--- config.mk ---
export PLATFORM = sky130hd
export DESIGN_NAME = tm1638_responder_flat
export DESIGN_NICKNAME = d
export VERILOG_FILES = /design/src/rtl/tm1638_responder_if.sv /design/src/rtl/tm1638_responder.sv /design/src/flat_wrapper.sv
export SDC_FILE = /design/constraint.sdc
export NUM_CORES = 1
export LEC_CHECK = 0
export CAP_MARGIN = 25
export CORE_MARGIN = 4
export CORE_UTILIZATION = 51
export CTS_CLUSTER_SIZE = 25
export DETAILED_ROUTE_END_ITERATION = 10
export PLACE_DENSITY = 0.79
export SYNTH_ARGS = -nofsm -noshare
export SYNTH_HDL_FRONTEND = slang
export SYNTH_SLANG_ARGS = --single-unit
--- constraint.sdc ---
create_clock -name clk -period 2.65 [get_ports clk]
set_input_delay 0.265 -clock clk [delete_from_list [all_inputs] [get_ports clk]]
set_output_delay 0.265 -clock clk [all_outputs]
set_load 0.01 [all_outputs]
--- src/rtl/tm1638_responder_if.sv ---
// TM1638 3-wire link: controller drives sck/cs/dio_in, responder returns dio_out/dio_oe.
interface tm1638_responder_if;
   logic sck;
   logic cs;
   logic dio_in;
   logic dio_out;
   logic dio_oe;

   modport master (output sck, cs, dio_in, input dio_out, dio_oe);
   modport slave  (input sck, cs, dio_in, output dio_out, dio_oe);
endinterface

--- src/rtl/tm1638_responder.sv ---
// TM1638-compatible responder: LSB-first serial command decoder with display RAM,
// display-control register and key-scan readback over DIO.
module tm1638_responder #(
   parameter int unsigned NUM_BYTES   = 16,
   parameter int unsigned KEY_BYTES   = 4,
   parameter int unsigned SYNC_STAGES = 2
) (
   input  logic                   clk,
   input  logic                   reset,
   tm1638_responder_if.slave      bus,
   input  logic [8*KEY_BYTES-1:0] key_data,
   output logic [7:0]             display_ram [NUM_BYTES],
   output logic                   disp_on,
   output logic [2:0]             brightness,
   output logic                   wr_strobe,
   output logic [3:0]             wr_addr,
   output logic                   frame_err
);

   localparam int unsigned KEY_BITS = 8 * KEY_BYTES;
   localparam int unsigned CNT_W    = $clog2(KEY_BITS + 1);

   typedef enum logic [2:0] {S_IDLE, S_CMD, S_WRITE, S_READ, S_IGNORE} state_t;

   state_t                r_state, w_state_next;
   logic [SYNC_STAGES-1:0] r_sck_sync, r_cs_sync, r_dio_sync;
   logic                  r_sck_d, r_cs_d;
   logic                  w_sck, w_cs, w_dio;
   logic                  w_sck_rise, w_sck_fall, w_cs_rise, w_cs_fall;
   logic                  w_in_frame, w_byte_done;
   logic [7:0]            w_byte;

   logic [2:0]            r_bitcnt;
   logic [6:0]            r_shift;
   logic                  r_fixed;
   logic [3:0]            r_ptr;
   logic [7:0]            r_ram [NUM_BYTES];
   logic                  r_disp_on;
   logic [2:0]            r_bright;
   logic                  r_wr_strobe, r_frame_err;
   logic [3:0]            r_wr_addr;
   logic                  r_dio_oe, r_dio_out;
   logic [KEY_BITS-2:0]   r_keys;
   logic [CNT_W-1:0]      r_rd_left;
   logic                  r_rd_armed;

   // cs sync resets low so a frame already in progress at reset release never
   // looks like a falling edge; cs must first be seen high.
   always_ff @(posedge clk) begin
      if (!reset) begin
         r_sck_sync <= '1;
         r_cs_sync  <= '0;
         r_dio_sync <= '1;
         r_sck_d    <= 1'b1;
         r_cs_d     <= 1'b0;
      end else begin
         r_sck_sync <= {r_sck_sync[SYNC_STAGES-2:0], bus.sck};
         r_cs_sync  <= {r_cs_sync[SYNC_STAGES-2:0], bus.cs};
         r_dio_sync <= {r_dio_sync[SYNC_STAGES-2:0], bus.dio_in};
         r_sck_d    <= w_sck;
         r_cs_d     <= w_cs;
      end
   end

   assign w_sck       = r_sck_sync[SYNC_STAGES-1];
   assign w_cs        = r_cs_sync[SYNC_STAGES-1];
   assign w_dio       = r_dio_sync[SYNC_STAGES-1];
   assign w_sck_rise  = w_sck & ~r_sck_d;
   assign w_sck_fall  = ~w_sck & r_sck_d;
   assign w_cs_rise   = w_cs & ~r_cs_d;
   assign w_cs_fall   = ~w_cs & r_cs_d;
   assign w_in_frame  = (r_state != S_IDLE);
   assign w_byte      = {w_dio, r_shift};
   assign w_byte_done = w_in_frame & w_sck_rise & (r_bitcnt == 3'd7) & ~w_cs_rise;

   always_ff @(posedge clk) begin
      if (!reset) r_state <= S_IDLE;
      else        r_state <= w_state_next;
   end

   always_comb begin
      w_state_next = r_state;
      if (w_cs_rise) begin
         w_state_next = S_IDLE;
      end else begin
         unique case (r_state)
            S_IDLE: if (w_cs_fall) w_state_next = S_CMD;
            S_CMD: begin
               if (w_byte_done) begin
                  case (w_byte[7:6])
                     2'b01:   w_state_next = w_byte[1] ? S_READ : S_IGNORE;
                     2'b11:   w_state_next = S_WRITE;
                     default: w_state_next = S_IGNORE;
                  endcase
               end
            end
            default: ;
         endcase
      end
   end

   always_ff @(posedge clk) begin
      if (!reset) begin
         r_bitcnt    <= '0;
         r_shift     <= '0;
         r_fixed     <= 1'b0;
         r_ptr       <= '0;
         r_disp_on   <= 1'b0;
         r_bright    <= '0;
         r_wr_strobe <= 1'b0;
         r_wr_addr   <= '0;
         r_frame_err <= 1'b0;
         r_dio_oe    <= 1'b0;
         r_dio_out   <= 1'b1;
         r_keys      <= '0;
         r_rd_left   <= '0;
         r_rd_armed  <= 1'b0;
         for (int unsigned i = 0; i < NUM_BYTES; i++) r_ram[i] <= '0;
      end else begin
         r_wr_strobe <= 1'b0;
         r_frame_err <= 1'b0;

         if (w_cs_rise || w_cs_fall) begin
            r_bitcnt <= '0;
         end else if (w_in_frame && w_sck_rise) begin
            r_bitcnt <= r_bitcnt + 3'd1;
            r_shift  <= w_byte[7:1];
         end

         if (w_cs_rise) begin
            r_frame_err <= (r_bitcnt != 3'd0);
            r_dio_oe    <= 1'b0;
            r_dio_out   <= 1'b1;
         end else begin
            if (w_byte_done) begin
               unique case (r_state)
                  S_CMD: begin
                     case (w_byte[7:6])
                        2'b01: begin
                           r_fixed <= w_byte[2];
                           if (w_byte[1]) begin
                              r_keys     <= key_data[KEY_BITS-1:1];
                              r_dio_out  <= key_data[0];
                              r_dio_oe   <= 1'b1;
                              r_rd_left  <= CNT_W'(KEY_BITS);
                              r_rd_armed <= 1'b0;
                           end
                        end
                        2'b10: begin
                           r_disp_on <= w_byte[3];
                           r_bright  <= w_byte[2:0];
                        end
                        2'b11: r_ptr <= 4'({1'b0, w_byte[3:0]} % 5'(NUM_BYTES));
                        default: ;
                     endcase
                  end
                  S_WRITE: begin
                     r_ram[r_ptr] <= w_byte;
                     r_wr_strobe  <= 1'b1;
                     r_wr_addr    <= r_ptr;
                     if (!r_fixed)
                        r_ptr <= (r_ptr == 4'(NUM_BYTES - 1)) ? '0 : r_ptr + 4'd1;
                  end
                  default: ;
               endcase
            end

            // The sck fall right after the command byte precedes the first
            // sampled bit, so advancing waits for a rise seen in S_READ.
            if (r_state == S_READ) begin
               if (w_sck_rise) r_rd_armed <= 1'b1;
               if (w_sck_fall && r_rd_armed && r_dio_oe) begin
                  if (r_rd_left == CNT_W'(1)) begin
                     r_dio_oe  <= 1'b0;
                     r_dio_out <= 1'b1;
                  end else begin
                     r_dio_out <= r_keys[0];
                     r_keys    <= {1'b1, r_keys[KEY_BITS-2:1]};
                     r_rd_left <= r_rd_left - CNT_W'(1);
                  end
               end
            end
         end
      end
   end

   assign bus.dio_out = r_dio_out;
   assign bus.dio_oe  = r_dio_oe;
   assign display_ram = r_ram;
   assign disp_on     = r_disp_on;
   assign brightness  = r_bright;
   assign wr_strobe   = r_wr_strobe;
   assign wr_addr     = r_wr_addr;
   assign frame_err   = r_frame_err;

endmodule

--- src/flat_wrapper.sv ---
// flat-port wrapper written by rule: the top's interface ports become plain ports
module tm1638_responder_flat 
#(
   parameter int unsigned NUM_BYTES   = 16,
   parameter int unsigned KEY_BYTES   = 4,
   parameter int unsigned SYNC_STAGES = 2
)
  (clk, reset, key_data, display_ram, disp_on, brightness, wr_strobe, wr_addr, frame_err, bus_sck, bus_cs, bus_dio_in, bus_dio_out, bus_dio_oe);
  tm1638_responder_if bus_i ();
  input  logic clk;
  input  logic reset;
  input  logic [8*KEY_BYTES-1:0] key_data;
  output logic [7:0] display_ram[NUM_BYTES];
  output logic disp_on;
  output logic [2:0] brightness;
  output logic wr_strobe;
  output logic [3:0] wr_addr;
  output logic frame_err;
  input wire logic [$bits(bus_i.sck)-1:0] bus_sck;
  input wire logic [$bits(bus_i.cs)-1:0] bus_cs;
  input wire logic [$bits(bus_i.dio_in)-1:0] bus_dio_in;
  output wire logic [$bits(bus_i.dio_out)-1:0] bus_dio_out;
  output wire logic [$bits(bus_i.dio_oe)-1:0] bus_dio_oe;
  assign bus_i.sck = bus_sck;
  assign bus_i.cs = bus_cs;
  assign bus_i.dio_in = bus_dio_in;
  assign bus_dio_out = bus_i.dio_out;
  assign bus_dio_oe = bus_i.dio_oe;
  tm1638_responder #(.NUM_BYTES(NUM_BYTES), .KEY_BYTES(KEY_BYTES), .SYNC_STAGES(SYNC_STAGES)) u_core (.clk(clk), .reset(reset), .bus(bus_i), .key_data(key_data), .display_ram(display_ram), .disp_on(disp_on), .brightness(brightness), .wr_strobe(wr_strobe), .wr_addr(wr_addr), .frame_err(frame_err));
endmodule
# ---- After elaboration in Yosys (flattened, before gate mapping)
# Index checks and enable logic that the tools add are counted.
dict set report totals {
  ff_bits 204
  latchBits 0
  ram_bits 0
  mem_bits_ro 0
  inputBits 37
  mem_count 0
}
dict set report op_classes {
  n_addsub 3
  mul 0
  n_div 0
  magnitude_cmp 2
  eq_ne 13
  shift 0
  n_mux 47
  bitwise 16
  reduce_logical 20
}
# op count
set op_table {}
lappend op_table {{31-bit 2-to-1 mux} 7}
lappend op_table {{128-bit bitwise mux} 1}
lappend op_table {{6-bit 2-to-1 mux} 7}
lappend op_table {{8-bit demux with 4-bit select} 1}
lappend op_table {{1-bit 2-to-1 mux} 21}
lappend op_table {{4-bit 2-to-1 mux} 3}
lappend op_table {{3-bit case mux with 2 select lines} 2}
lappend op_table {{3-bit 2-to-1 mux} 3}
lappend op_table {{8-bit 2-to-1 mux} 1}
lappend op_table {{1-bit NOT} 8}
lappend op_table {{4-bit case mux with 2 select lines} 1}
lappend op_table {{4-bit AND reduction} 2}
lappend op_table {{1-bit bitwise AND} 7}
lappend op_table {{3-bit by 2-bit equality test with 1-bit output (second input constant)} 2}
lappend op_table {{6-bit by 1-bit equality test with 1-bit output (second input constant)} 1}
lappend op_table {{3-bit AND reduction} 2}
lappend op_table {{3-bit nonzero test} 2}
lappend op_table {{6-bit by 1-bit subtractor with 6-bit output (second input constant)} 1}
lappend op_table {{5-bit >= comparator (second input constant)} 1}
lappend op_table {{5-bit by 1-bit less-than comparator with 1-bit output (second input constant)} 1}
lappend op_table {{4-bit NOT with 5-bit output} 1}
lappend op_table {{5-bit AND reduction} 1}
lappend op_table {{4-bit by 1-bit adder with 4-bit output (second input constant)} 1}
lappend op_table {{2-bit equality test (second input constant)} 2}
lappend op_table {{other kinds (14)} 22}

# ---- Logic depth before layout (Yosys ltp)
# Gate-level depths: netlist of run 1.
dict set report logic_depth {
  ltp_word 9
  mapped_depth 10
  mapped_depth_nobuf 7
}

# ---- Worst setup path before layout of run 1
# OpenSTA, ideal clock, no wires.
dict set report synth_timing {
  path_type {reg2reg}
  from {register u_core.r_cs_d}
  to {register u_core.r_keys[0]}
  arrival_time_ns 1.865
  path_slack_ns 0.723
  stages_incl_launch_ff 11
  synth_period_minus_slack_ns 1.927
  cell_sequence {dfxtp_1 -> inv_1 -> ha_1 -> buf_2 -> nand4bb_1 -> buf_6 -> nor3_4 -> buf_6 -> nand2_1 -> a211o_1 -> nand3_1}
}
dict set report synth_via {
  elab_chain_len 8
}
# element line_no
set synth_lines {}
lappend synth_lines {{start: declaration} tm1638_responder.sv:27} ;# logic r_sck_d, r_cs_d;
lappend synth_lines {{start signal: assignment} tm1638_responder.sv:61} ;# r_cs_d <= w_cs;
lappend synth_lines {{1-bit NOT *} tm1638_responder.sv:70} ;# assign w_cs_rise = w_cs & ~r_cs_d;
lappend synth_lines {{1-bit bitwise AND *} tm1638_responder.sv:70}
lappend synth_lines {{via u_core.w_cs_rise} tm1638_responder.sv:29} ;# logic w_sck_rise, w_sck_fall, w_cs_rise, w_cs_fall;
lappend synth_lines {{1-bit NOT (no source line)} --}
lappend synth_lines {{1-bit bitwise AND} tm1638_responder.sv:74} ;# assign w_byte_done = w_in_frame & w_sck_rise & (r_bitcnt == 3'd7) & ~w_cs_rise;
lappend synth_lines {{31-bit 2-to-1 mux} tm1638_responder.sv:135} ;# if (w_byte_done) begin
lappend synth_lines {{31-bit 2-to-1 mux} tm1638_responder.sv:173} ;# if (r_rd_left == CNT_W'(1)) begin
lappend synth_lines {{31-bit 2-to-1 mux} tm1638_responder.sv:172} ;# if (w_sck_fall && r_rd_armed && r_dio_oe) begin
lappend synth_lines {{31-bit 2-to-1 mux} tm1638_responder.sv:170} ;# if (r_state == S_READ) begin
lappend synth_lines {{end signal: assignment} tm1638_responder.sv:142} ;# r_keys <= key_data[KEY_BITS-1:1];
lappend synth_lines {{end signal: assignment} tm1638_responder.sv:178} ;# r_keys <= {1'b1, r_keys[KEY_BITS-2:1]};
lappend synth_lines {{end: declaration} tm1638_responder.sv:43} ;# logic [KEY_BITS-2:0] r_keys;
# Mark *: on every way through the listed nets, which the timed path passes. The rest lies on a longest branch.
# A chain may end at the register's enable or synchronous reset.

# ---- Final worst setup path of run 1
dict set report layout_timing {
  from {register u_core.r_state[1]}
  to {register u_core.r_ram (netlist bit u_core.display_ram[24])}
}
dict set report layout_via {
  elab_chain_len 5
}
# element line_no
set layout_lines {}
lappend layout_lines {{start: declaration} tm1638_responder.sv:25} ;# state_t r_state, w_state_next;
lappend layout_lines {{start signal: assignment} tm1638_responder.sv:78} ;# else r_state <= w_state_next;
lappend layout_lines {{3-bit nonzero test} tm1638_responder.sv:72} ;# assign w_in_frame = (r_state != S_IDLE);
lappend layout_lines {{1-bit bitwise AND (3 in series)} tm1638_responder.sv:74}
lappend layout_lines {{3-bit AND reduction (no source line) *} --}
lappend layout_lines {{end signal: indexed assignment} tm1638_responder.sv:158} ;# r_ram[r_ptr] <= w_byte;
lappend layout_lines {{end: declaration} tm1638_responder.sv:37} ;# logic [7:0] r_ram [NUM_BYTES];
# Every way passes the cells marked *; elsewhere a longest branch is shown, timed or not.

==> results of run 1 <==
-- cell usage after synthesis (8+ instances only) --
cell type,instances
inv_1,13
clkbuf_1,51
nor3_1,38
nor2_1,147
nand2_1,83
o21ai_0,9
nand3_4,12
dfxtp_1,204
nand3b_1,32
nand3_1,41
a211o_1,30
ha_1,11
a21oi_1,8
mux2i_1,141
nor2b_1,12
-- cell usage in the layout (no fill, tap or decap), types with 5 or more instances in the layout --
cell type        Yosys  layout
a211o_1             30      30
a21boi_0             7       7
a21oi_1              8       8
buf_4                3      19
clkbuf_1            51       5
clkbuf_16            0      22
clkdlybuf4s50_1      0     176
dfxtp_1            204     204
ha_1                11      11
inv_1               13      13
mux2i_1            141     141
nand2_1             83      83
nand2b_1             7       7
nand3_1             41      41
nand3_4             12      12
nand3b_1            32      32
nor2_1             147     145
nor2b_1             12      12
nor3_1              38      38
o21ai_0              9       9
-- cell families (layout without fill, tap and decap cells) --
kind of cell / count (synthesis) / count (layout) / synth area share
muxes: 141 / 141 / 0.1623
adders and majority gates: 11 / 11 / 0.01583
DFF: 204 / 204 / 0.4698
AOI/OAI and AO/OA: 72 / 72 / 0.06391
xor gates and xnor gates: 1 / 1 / 0.001008
buffers and inverters: 84 / 251 / 0.04533
and+or+nand+nor: 396 / 396 / 0.2418
-- state kept, by name (all words and copies together) (netlist names), 2 cells and up --
name,count
u_core.brightness,3
u_core.display_ram,128
u_core.r_bitcnt,3
u_core.r_cs_sync,2
u_core.r_dio_sync,2
u_core.r_keys,31
u_core.r_ptr,4
u_core.r_rd_left,6
u_core.r_sck_sync,2
u_core.r_shift,7
u_core.r_state,3
u_core.wr_addr,4
-- per-stage QoR --
stage                     area, um2  hold slack (ns)  setup slack [ns]  utilization  cells
final                         11330           0.3254            0.4488       0.6808   1296
after floorplan                8693           0.3665            0.7229            -    909
after CTS                     11330           0.3186            0.4406       0.6808   1296
after global placement        10590           0.3918            0.5394       0.6366   1256
after global routing          11330           0.3258            0.2966       0.6808   1296
after detailed placement      10590           0.4116            0.4437       0.6366   1256
-- worst register-to-register path: cells and delay by family (launching register included) --
kind                   cells  cell delay (ns)
and+or+nand+nor            4             1.18
DFF                        1             0.43
muxes                      1             0.25
buffers and inverters      1             0.22
-- worst max path at each step --
stage	from	to	slack, ns
floorplan	u_core.r_cs_d$_SDFF_PN0_	u_core.r_keys[0]$_SDFFE_PN0N_	0.72
global placement	u_core.r_bitcnt[0]$_SDFFE_PP0P_	u_core.display_ram[21]$_SDFFE_PN0P_	0.54
detailed placement	u_core.r_state[1]$_SDFFE_PP0P_	u_core.display_ram[24]$_SDFFE_PN0P_	0.44
CTS	u_core.r_state[1]$_SDFFE_PP0P_	u_core.display_ram[24]$_SDFFE_PN0P_	0.44
global route	u_core.r_state[1]$_SDFFE_PP0P_	u_core.display_ram[26]$_SDFFE_PN0P_	0.30
finish	u_core.r_state[1]$_SDFFE_PP0P_	u_core.display_ram[24]$_SDFFE_PN0P_	0.45
-- power by group through the flow --
stage	clock network (mW)	logic (mW)	registers, mW
finish	3.06	0.158	3.08
global route	3.22	0.170	3.08
CTS	3.10	0.158	3.08
detailed placement	0	0.157	3.15
global placement	0	0.158	3.15
floorplan	0	0.0768	3.14
-- final cells by class --
type	count	area [um2]	share of cell area
clock buffer	31	624.3	0.05511
inverter	14	55.05	0.004859
tap	220	275.3	0.02430
sequential	204	4084	0.3605
timing repair buffer	197	1944	0.1716
clock inverter	9	111.4	0.009829
multi-input combinational	621	4235	0.3738
-- metal layers --
layer,share of wire,vias to the layer above,routed length (um)
met5,0,-,0
met4,0.012,0,260
met3,0.051,26,1099
met2,0.50,200,10650
met1,0.44,3312,9446
li1,-,3429,-
==> out/metrics.csv, run 1 <==
metric;value;unit
drc;0;
seq_power_share;0.489;
yosys_register_bits;204;
grtUsageMet3;0.03379;
track_usage;0.2110;
syn_area;8693;um2
final-hold-violation-count;0;
critPathBufInv;1;
hp-start;bus_sck;
dieHeight;138.6;um
cts_tree;built;
p_clk_frac;0.486;
cts_setup_buffers;0;
clockBufferDepth;3;
gr-total-overflow;0;
met2_usage;0.3677;
die_area;19200;um2
crit_type;reg2reg;
drtIter0Drc;461;
power_density;555.6;nW/um2
ff2ff_path_depth;6;
reg2reg_to;u_core.display_ram[24]$_SDFFE_PN0P_;
wl_per_cell;16.56;um
hold_depth;2;
synth_area_leaders;dfxtp_1 47%, mux2i_1 16%, nor2_1 6.3%;
core.rowCount;47;
postSynth.asyncResetShare;0;
grt_pass1_wl;34620;um
worstPathMaxFanout;12;
clk_pin_slew;0.06;ns
r2r_slack;0.45;ns
path_delay_family;simple AND/OR/NAND/NOR gates;
ctsResizeCount;0;
met1_usage;0.2833;
io_pins;177;
swShare;0.2077;
clock_skew;0.01423;ns
syn_nets;957;
core;16640;um2
ys.flop_type;dfxtp_1;
cts.htree.levels;1;
cpMaxStageDelayCell;or3b_1;
grt_max_degree;135;
clkLatencyLatePin;0.50;ns
status;complete, no violations;
ys_seq_area_frac;0.4698;
drive_gt1_frac;0.08086;
drt_wl_total;21460;um
fin_crit_sh;0.8306;
start_util;0.5224;
cts_hold_buf;0;
vias;6967;
hpwl;14310;um
antenna_cells;0;
total_power;6.295;mW
slew-limit-headroom;0.3674;
top_usage_layer;met2;
fillers;1321;
tightestPinTransition;0.9476;ns
finalSetupViolCount;0;
viasPerCell;5.376;
die_w;138.6;um
ant_nets;0;
fin_crit;2.201;ns
leakage;5.103;nW
hold_path_class;in2reg;
ir_drop;0.4048;mV
synth_area_per_cell;9.564;um2
dr.pass1.iters;4;
worst-path-stages;6;
whs_endpoint;u_core.r_sck_sync[0]$_SDFF_PN1_;
crit_chain;or3b_1 > nor2_8 > buf_12 > nand4_4 > mux2i_1 > nor2_1;
final_nets;1108;
required;3.02;ns
grt_pass1_vias;6645;
syn_to_final_growth;30.33;%
io_buffers;176;
fmax;454.3;MHz
gp_congestion;0.8161;
cts_buffers;22;
report.final.slew_viol_count;0;
start_kind;register;
synth.distinct_cells;59;
combPwrFrac;0.025;
arrival;2.57;ns
antenna_found_initial;0;
max_cap_violations;0;
slowest_delay;0.54;ns
cts_root_buf;clkbuf_16;
p_int;4.987;mW
crit_path_end_kind;register;
r2r_start;u_core.r_state[1]$_SDFFE_PP0P_;
rsz0062_at_grt;no;
synth_cells;909;
clkSinkCount;204;
switchingPower;1.307;mW
yosysTopAreaCell;dfxtp_1;
tns;0;ns
synth_edf_count;0;
yosys.area.top_type_share;0.4698;
yosys_warnings;0;
Note: power is estimated with default switching activity, not from simulation.
==> run 2, diff against run 1 <==
==> constraint.sdc (replaced) <==
create_clock -name clk -period 2.2 [get_ports clk]
set_input_delay 0.22 -clock clk [delete_from_list [all_inputs] [get_ports clk]]
set_output_delay 0.22 -clock clk [all_outputs]
set_load 0.01 [all_outputs]
==> out/metrics.csv, run 2 (synthesis gave the netlist of run 1 again) <==
metric;value;unit;change
rsz0062_at_grt;no;;
met1_usage;0.2819;;-0.001430
tns;0;ns;unchanged
clkLatencyLatePin;0.50;ns;about the same
fin_crit_sh;0.9210;;+0.09033
tightestPinTransition;0.8624;ns;-0.08520 ns
setup_slack;0.1739;ns;-0.2749 ns
final-hold-violation-count;0;;unchanged
cts.htree.levels;1;;unchanged
fin_util;0.6892;;+0.008420
report.final.slew_viol_count;0;;unchanged
die_area;19200;um2;unchanged
viasPerCell;5.408;;+0.59%
grt_pass1_wl;35050;um;+1.3%
die_w;138.6;um;unchanged
hold_path_class;in2reg;;
hpwl;14480;um;+1.2%
ir_drop;0.5921;mV;+46%
clk_pin_slew;0.06;ns;about the same
drc;0;;unchanged
startpoint;u_core.r_bitcnt[0]$_SDFFE_PP0P_;;
crit_end;u_core.display_ram[40]$_SDFFE_PN0P_;;
largest_register_ffs;128;;unchanged
start_kind;register;;
antenna_cells;0;;unchanged
slowest_delay;0.37;ns;-0.17 ns
slew-limit-headroom;0.4239;;+0.05648
fin_cells;1310;;+1.1%
core;16640;um2;unchanged
final_cell_mix;204 x dfxtp_1, 176 x clkdlybuf4s50_1, 145 x nor2_1;;
clockBufferDepth;3;;unchanged
cts_setup_buffers;0;;unchanged
fillers;1288;;-2.5%
start_util;0.5224;;unchanged
ant_nets;0;;unchanged
max_cap_violations;0;;unchanged
drive_gt1_frac;0.09450;;+0.01364
drtIter0Drc;517;;+12%
power_density;661.0;nW/um2;+19%
hold_depth;2;;unchanged
grtUsageMet3;0.03345;;-0.0003448
cts_root_buf;clkbuf_16;;
arrival;2.42;ns;-0.15 ns
grt_pass1_vias;6781;;+2.0%
ff2ff_path_depth;9;;+3
required;2.59;ns;-0.43 ns
cpMaxStageDelayCell;dfxtp_1;;
final_nets;1123;;+1.4%
drt_wl_total;21710;um;+1.2%
cts_hold_buf;0;;unchanged
dp_cells;1271;;+1.2%
crit_chain;ha_1 > ha_1 > nand4bb_1 > buf_4 > nor2_8 > buf_4 > nand3_4 > mux2i_1 > nor2b_1;;
r2r_slack;0.17;ns;-0.27 ns
vias;7084;;+1.7%
place_ws;0.1350;ns;-0.3087 ns
io_pins;177;;unchanged
dieHeight;138.6;um;unchanged
leakage;5.203;nW;+1.9%
ctsResizeCount;0;;unchanged
clock_skew;0.01493;ns;+0.0007058 ns
status;complete, no violations;;
wl_per_cell;16.57;um;about the same
antenna_found_initial;0;;unchanged
core.rowCount;47;;unchanged
clkSinkCount;204;;unchanged
fmax;493.5;MHz;+8.6%
cts_tree;built;;
gp_congestion;0.8252;;+1.1%
finalSetupViolCount;0;;unchanged
grt_max_degree;79;;-41%
met2_usage;0.3723;;+0.004625
r2r_start;u_core.r_bitcnt[0]$_SDFFE_PP0P_;;
final_common_cell;dfxtp_1;;
dr.pass1.iters;5;;+1
crit_type;reg2reg;;
io_buffers;176;;unchanged
top_usage_layer;met2;;
gr-total-overflow;0;;unchanged
track_usage;0.2144;;+0.003399
worstPathMaxFanout;9;;-3
reg2reg_to;u_core.display_ram[40]$_SDFFE_PN0P_;;
fin_crit;2.026;ns;-0.1751 ns
cts_buffers;22;;unchanged
syn_to_final_growth;31.94;%;
crit_path_end_kind;register;;
==> run 2: worst max-delay path, delay by kind of cell, from the launching register on <==
family / cells / cell delay, ns
and+or+nand+nor: 4 / 0.58
adders and majority gates: 2 / 0.30
muxes: 1 / 0.24
buffers and inverters: 2 / 0.44
DFF: 1 / 0.37
==> run 2: area by class of cell <==
cell class                 count  area [um2]  share of cell area
tap                          220       275.3             0.02400
clock inverter                 6       66.31            0.005782
clock buffer                  33       671.9             0.05858
multi-input combinational    621        4235              0.3693
inverter                      14       55.05            0.004800
timing repair buffer         212        2082              0.1815
sequential                   204        4084              0.3561
==> run 2: routing by layer <==
layer | vias to the layer above | share of wire
li1 | 3453 | -
met1 | 3371 | 0.43
met2 | 219 | 0.49
met3 | 41 | 0.057
met4 | 0 | 0.021
met5 | - | 0
==> run 2: worst min-delay path by stage <==
stage,startpoint,end,slack [ns]
floorplan,bus_dio_in,u_core.r_dio_sync[0]$_SDFF_PN1_,0.32
global placement,u_core.r_dio_sync[0]$_SDFF_PN1_,u_core.r_dio_sync[1]$_SDFF_PN1_,0.39
detailed placement,u_core.r_dio_sync[0]$_SDFF_PN1_,u_core.r_dio_sync[1]$_SDFF_PN1_,0.40
CTS,bus_dio_in,u_core.r_dio_sync[0]$_SDFF_PN1_,0.27
global route,bus_sck,u_core.r_sck_sync[0]$_SDFF_PN1_,0.27
finish,bus_sck,u_core.r_sck_sync[0]$_SDFF_PN1_,0.28
==> run 2: power breakdown <==
group	switching (mW)	leakage, nW	total, mW	internal [mW]
logic	0.107	3.19	0.195	0.0879
clock network	1.45	0.369	3.68	2.22
registers	0.00667	1.64	3.71	3.70
==> run 2: stage by stage <==
step / power [mW] / cell area [um2] / hold slack, ns
4_1_cts: 7.642 / 11470 / 0.2668
3_5_place_dp: 3.984 / 10730 / 0.3979
5_1_grt: 7.783 / 11470 / 0.2722
6_report: 7.581 / 11470 / 0.2807
2_1_floorplan: 3.878 / 8693 / 0.3215
3_3_place_gp: 3.983 / 10730 / 0.3907
==> RTL change 1: new RTL, settings of run 1 <==
`NUM_BYTES` is set to 16 in 2 places; all go to 32.
--- a/src/rtl/tm1638_responder.sv
+++ b/src/rtl/tm1638_responder.sv
@@ -1,7 +1,7 @@
 // TM1638-compatible responder: LSB-first serial command decoder with display RAM,
 // display-control register and key-scan readback over DIO.
 module tm1638_responder #(
-   parameter int unsigned NUM_BYTES   = 16,
+   parameter int unsigned NUM_BYTES   = 32,
    parameter int unsigned KEY_BYTES   = 4,
    parameter int unsigned SYNC_STAGES = 2
 ) (
--- a/src/flat_wrapper.sv
+++ b/src/flat_wrapper.sv
@@ -1,7 +1,7 @@
 // flat-port wrapper written by rule: the top's interface ports become plain ports
 module tm1638_responder_flat 
 #(
-   parameter int unsigned NUM_BYTES   = 16,
+   parameter int unsigned NUM_BYTES   = 32,
    parameter int unsigned KEY_BYTES   = 4,
    parameter int unsigned SYNC_STAGES = 2
 )
Interface: changed (resized display_ram); port bits go from 177 to 305. No check against the original RTL was run, so the function may have changed too.
==> RTL change 1 against run 1 <==
- sequential cell count unchanged
- largest power group is now the clock network
- total power increased by 2.3%
- synthesized area increased by 5.3%
- global-route usage increased by 0.60 points
- critical endpoint is now u_core.brightness[2]
- hold slack improved by 0.014 ns
- wire length increased by 8.1%
- setup slack got worse by 0.11 ns
- final area increased by 0.30%
- highest routed layer unchanged
==> RTL change 1: results (changes against run 1) <==
* Detailed-router iteration count before antenna repair at 5 (+1)
* Static Leakage at 0.00498 uW (-2.4%)
* Overall global routing resource usage at 0.217 (+0.00602)
* Run status: finished clean
* Via density per instance at 5.24 (-2.5%)
* Number of buffers on the longest clock path at 3 (unchanged)
* Sw frac at 0.211 (+0.00367)
* Routability cong. at 0.809 (-0.82%)
* Setup repair bufs after CTS at 0 (unchanged)
* Final cell count without fillers at 1363 (+5.2%)
* Number of distinct library cells after synthesis at 56 (-5.1%)
* Arrival time of data at the critical path endpoint at 2.67 ns (+0.10 ns)
* Post-cts sizing count at 0 (unchanged)
* Path class of the lowest-slack min-delay path: primary input to flop
* Antenna violations before repair at 0 (unchanged)
* Post-CTS clock slew at the launch and capture registers of the worst setup and hold paths at 0.06 ns (about the same)
* Warning count from the yosys run at 0 (unchanged)
* Number of H-tree levels at 1 (unchanged)
* Drt wl/cell at 17.0 um (+2.8%)
* Vias in the first global route at 6736 (+1.4%)
* Fraction of the yosys area taken by sequential cells at 0.446 (-0.0238)
* Skew-Pair Late Insertion Delay at 0.49 ns
* Most used flip-flop cell after synthesis: sky130_fd_sc_hd__dfxtp_1
* Fraction of layout cells with a size suffix above 1 at 0.0571 (-0.0237)
* Layout net count at 1173 (+5.9%)
* Number of flip-flops in the largest register at 128 (unchanged)
* Count of routing violations after the opening detailed-route iteration at 490 (+6.3%)
* Synth Instances at 978 (+7.6%)
* DP Wirelength at 15.6 mm (+8.8%)
* CP Max Fanout at 17 (+5)
* Fill cell count at 1408 (+6.6%)
* Most frequent cells after synthesis: sky130_fd_sc_hd__dfxtp_1 (204), sky130_fd_sc_hd__nor2_1 (156), sky130_fd_sc_hd__mux2i_1 (141)
* Clock buffers created by TritonCTS at 21 (-4.5%)
* Clock skew at 0.0145 ns (+0.000253 ns)
* Diode count at 0 (unchanged)
* Max transition margin at 0.285 (-0.0825)
* Clock Root Buffer: sky130_fd_sc_hd__clkbuf_16
* Global-route wire length before repair at 35.9 mm (+3.8%)
* Cell total after placement at 1327 (+5.7%)
* Maximum number of pins on one net before global-route repair at 92 (-32%)
* Post-synth ARST share at 0 (unchanged)
* Port-buffer cells at 176 (unchanged)
* Worst IR Drop VDD at 0.545 mV (+35%)
* Biggest area contributors in the synthesized netlist: sky130_fd_sc_hd__dfxtp_1 (45%), sky130_fd_sc_hd__mux2i_1 (15%), sky130_fd_sc_hd__buf_4 (11%)
==> RTL change 1: critical path, stage by stage (launching register included) <==
cell	delay (ns)
sky130_fd_sc_hd__dfxtp_1	0.34
sky130_fd_sc_hd__inv_1	0.05
sky130_fd_sc_hd__ha_1	0.28
sky130_fd_sc_hd__or3b_1	0.41
sky130_fd_sc_hd__buf_4	0.22
sky130_fd_sc_hd__or4_1	0.62
sky130_fd_sc_hd__mux2i_1	0.20
sky130_fd_sc_hd__nor2_1	0.05
==> RTL change 1: stage by stage <==
stage	cell area [um^2]	total power (uW)	hold slack, ns	setup WS, ns
after CTS	11400	6500	0.329	0.322
final	11400	6440	0.339	0.340
after floorplan	9630	3450	0.366	0.526
after detailed placement	10600	3390	0.410	0.373
after global placement	10600	3390	0.391	0.445
after global routing	11400	6640	0.346	0.177
==> RTL change 1: final timing paths <==
| path | cells after the start | start | slack (ns) | endpoint |
|---|---|---|---|---|
| hold / removal | 2 | bus_sck | 0.34 | u_core.r_sck_sync[0] |
| setup reg to reg | 7 | u_core.r_cs_d | 0.34 | u_core.brightness[2] |
| setup / recovery | 7 | u_core.r_cs_d | 0.34 | u_core.brightness[2] |
| hold reg to reg | 1 | u_core.r_dio_sync[0] | 0.42 | u_core.r_dio_sync[1] |
==> RTL change 1: layout make-up <==
cell class,count,area (um^2),area share
clock buffers,29,626,0.0551
clock inverters,7,116,0.0102
inverters,16,62.6,0.00551
multi-input cells,685,4260,0.375
flip-flops and latches,204,4080,0.359
well taps,225,282,0.0248
repair buffers,197,1930,0.170
==> RTL change 1: logic make-up after synthesis <==
family	count (synthesis)	share of synthesized area
and+or+nand+nor	236	0.122
DFF	204	0.446
other	1	0.000409
adders and majority gates	11	0.0150
muxes	141	0.154
buffers and inverters	216	0.144
AOI/OAI and AO/OA	167	0.117
xor gates and xnor gates	2	0.00191
==> RTL change 1: routing by layer <==
metal	routed length, um	up-vias	track usage
li1	-	3405	-
met4	680	0	0.0662
met5	0	-	0
met1	9250	3424	0.269
met3	1990	39	0.0679
met2	11300	279	0.363
==> RTL change 1: power groups by stage <==
stage	combinational (uW)	clock (uW)	sequential, uW
after detailed placement	245	0	3150
after floorplan	303	0	3140
after global placement	246	0	3150
after global routing	279	3280	3080
final	252	3110	3080
after CTS	247	3170	3080
==> RTL change 2: new RTL, config.mk and constraints of run 1 <==
Made on the original files. Make the reset (`reset`) asynchronous in 3 clocked blocks. Comments in the files are not updated.
--- a/src/rtl/tm1638_responder.sv
+++ b/src/rtl/tm1638_responder.sv
@@ -46,7 +46,7 @@
 
    // cs sync resets low so a frame already in progress at reset release never
    // looks like a falling edge; cs must first be seen high.
-   always_ff @(posedge clk) begin
+   always_ff @(posedge clk or negedge reset) begin
       if (!reset) begin
          r_sck_sync <= '1;
          r_cs_sync  <= '0;
@@ -73,7 +73,7 @@
    assign w_byte      = {w_dio, r_shift};
    assign w_byte_done = w_in_frame & w_sck_rise & (r_bitcnt == 3'd7) & ~w_cs_rise;
 
-   always_ff @(posedge clk) begin
+   always_ff @(posedge clk or negedge reset) begin
       if (!reset) r_state <= S_IDLE;
       else        r_state <= w_state_next;
    end
@@ -99,7 +99,7 @@
       end
    end
 
-   always_ff @(posedge clk) begin
+   always_ff @(posedge clk or negedge reset) begin
       if (!reset) begin
          r_bitcnt    <= '0;
          r_shift     <= '0;
Formal check against the unedited RTL: differs if reset is asserted again (counterexample within 10 cycles, from zero or initial values and one cycle with reset low); with reset held inactive, the same outputs for 10 cycles.
==> RTL change 2 against run 1 <==
- wire length about the same
- critical endpoint is now u_core.display_ram[28]
- non-clock buffer count decreased by 5
- final area decreased by 2.0%
- setup slack got worse by 0.27 ns
- maximum frequency decreased by 11%
- sequential cell count unchanged
- die area decreased by 3.5%
- synthesized area decreased by 3.7%
- sequential share of layout area increased by 10 points
Power is not compared: it rests on default switching activity, and its combinational part moved more than twofold at a synthesized area within 25%.
==> RTL change 2: results (changes against run 1) <==
* Met1 Routed Length at 9.09 mm (-3.8%)
* Met1 routing resource usage after global routing at 0.312 (+0.0284)
* GR Util met2 at 0.389 (+0.0209)
* Vias in the first global route at 6136 (-7.7%)
* WL met3 at 1.79 mm (+62%)
* Setup repair bufs after CTS at 0 (unchanged)
* Top routing layer in use: met4
* Path class of the lowest-slack min-delay path: primary input to flop
* Cell with the largest stage delay on the worst path: sky130_fd_sc_hd__nand4_1
* CP Max Fanout at 8 (-4)
* Adder-cell area share of the yosys netlist at 0.0164 (+0.000606)
* Fill cell count at 1163 (-12%)
* Post-synth ARST share at 1.00 (+1.00)
* Fraction of layout cells with a size suffix above 1 at 0.270 (+0.189)
* Cell total after placement at 957 (-24%)
* DP Wirelength at 14.1 mm (-1.6%)
* Total wirelength of the detailed-routed design at 21.4 mm (about the same)
* Complex-gate fraction of the synthesized area at 0.0876 (+0.0237)
* Biggest area contributors in the synthesized netlist: sky130_fd_sc_hd__dfrtp_1 (59%), sky130_fd_sc_hd__mux2_2 (19%), sky130_fd_sc_hd__o22a_1 (3.3%)
* Post-DP Area at 10400 um^2 (-1.8%)
* Static Leakage at ~0.0052 uW
* Clock skew at 0.00653 ns (-0.00769 ns)
* XOR/XNOR Fraction of Synth Area at 0.00209 (+0.00108)
* Antenna violations before repair at 0 (unchanged)
* Port-buffer cells at 176 (unchanged)
* Delay of the slowest critical-path stage at 0.50 ns (-0.04 ns)
* Average cell area after synthesis at 14.4 um^2 (+50%)
* Power density over the cells at between 500 and 600 nW/um^2
* Count of routing violations after the opening detailed-route iteration at 241 (-48%)
* Warning count from the yosys run at 0 (unchanged)
* Mux contribution to synthesized area at 0.200 (+0.0373)
* Routability cong. at 0.821 (+0.59%)
* Number of hold buffers added after cts at 1 (+1)
* Max transition margin at 0.405 (+0.0373)
* Maximum number of pins on one net before global-route repair at 81 (-40%)
* DP Worst Slack at 0.115 ns (-0.329 ns)
* Global-route wire length before repair at 34.3 mm (-0.86%)
* Overall global routing resource usage at 0.236 (+0.0245)
* Nets in the synthesized netlist at 631 (-34%)
* Diode count at 0 (unchanged)
* Met3 Resource Use GR at 0.0711 (+0.0373)
* Final cell count without fillers at 997 (-23%)
* Number of distinct library cells after synthesis at 51 (-14%)
* Clock buffers created by TritonCTS at 21 (-4.5%)
* Run status: finished clean
* Post-cts sizing count at 0 (unchanged)
* Amount of wire on met2 after detailed routing at 10.3 mm (-3.3%)
* Via density per instance at 5.62 (+4.6%)
* Skew-Pair Late Insertion Delay at 0.49 ns
* Most frequent cells after synthesis: sky130_fd_sc_hd__dfrtp_1 (198), sky130_fd_sc_hd__mux2_2 (144), sky130_fd_sc_hd__o22a_1 (32)
* Layout net count at 814 (-27%)
* Arrival time of data at the critical path endpoint at 2.85 ns (+0.28 ns)
* Fraction of the yosys area taken by sequential cells at 0.611 (+0.141)
==> RTL change 2: changes by cell type after synthesis, moves of 12 or more <==
cell and change:
sky130_fd_sc_hd__nand2_1 -72, sky130_fd_sc_hd__mux2_2 +144, sky130_fd_sc_hd__nor2_1 -137, sky130_fd_sc_hd__nand3_4 -12, sky130_fd_sc_hd__o21a_1 +29, sky130_fd_sc_hd__nand3b_1 -28, sky130_fd_sc_hd__o22a_1 +32, sky130_fd_sc_hd__mux2i_1 -136
sky130_fd_sc_hd__nor3_1 -35, sky130_fd_sc_hd__dfrtp_1 +198, sky130_fd_sc_hd__nand3_1 -29, sky130_fd_sc_hd__a211o_1 -30, sky130_fd_sc_hd__clkbuf_1 -32, sky130_fd_sc_hd__dfxtp_1 -204
==> RTL change 2: final timing paths <==
| check | startpoint | to | slack, ns | cells past startpoint |
|---|---|---|---|---|
| worst max-delay path | u_core.r_bitcnt[1] | u_core.display_ram[28] | 0.18 | 6 |
| worst min-delay path | bus_sck | u_core.r_sck_sync[0] | 0.19 | 1 |
| worst max register to register | u_core.r_bitcnt[1] | u_core.display_ram[28] | 0.18 | 6 |
| worst min register to register | u_core.r_cs_sync[0] | u_core.r_cs_sync[1] | 0.35 | 0 |
| max in group asynchronous | reset | u_core.display_ram[74] | 1.44 | 3 |
| min in group asynchronous | reset | u_core.r_keys[21] | 0.39 | 2 |
==> RTL change 2: where the power goes <==
part	switching, uW	leakage, uW	total [uW]	internal, uW
clock	1150	0.000333	2860	1710
sequential	152	0.00281	3310	3160
combinational	193	0.00202	326	133
total	1500	0.00517	6490	5000
==> RTL change 2: layout make-up <==
type                       instances  area share
multi-input combinational        333       0.277
sequential                       204       0.460
inverter                          14     0.00473
tap                              216      0.0243
timing repair buffer             192       0.173
clock buffer                      33      0.0559
clock inverter                     5     0.00485
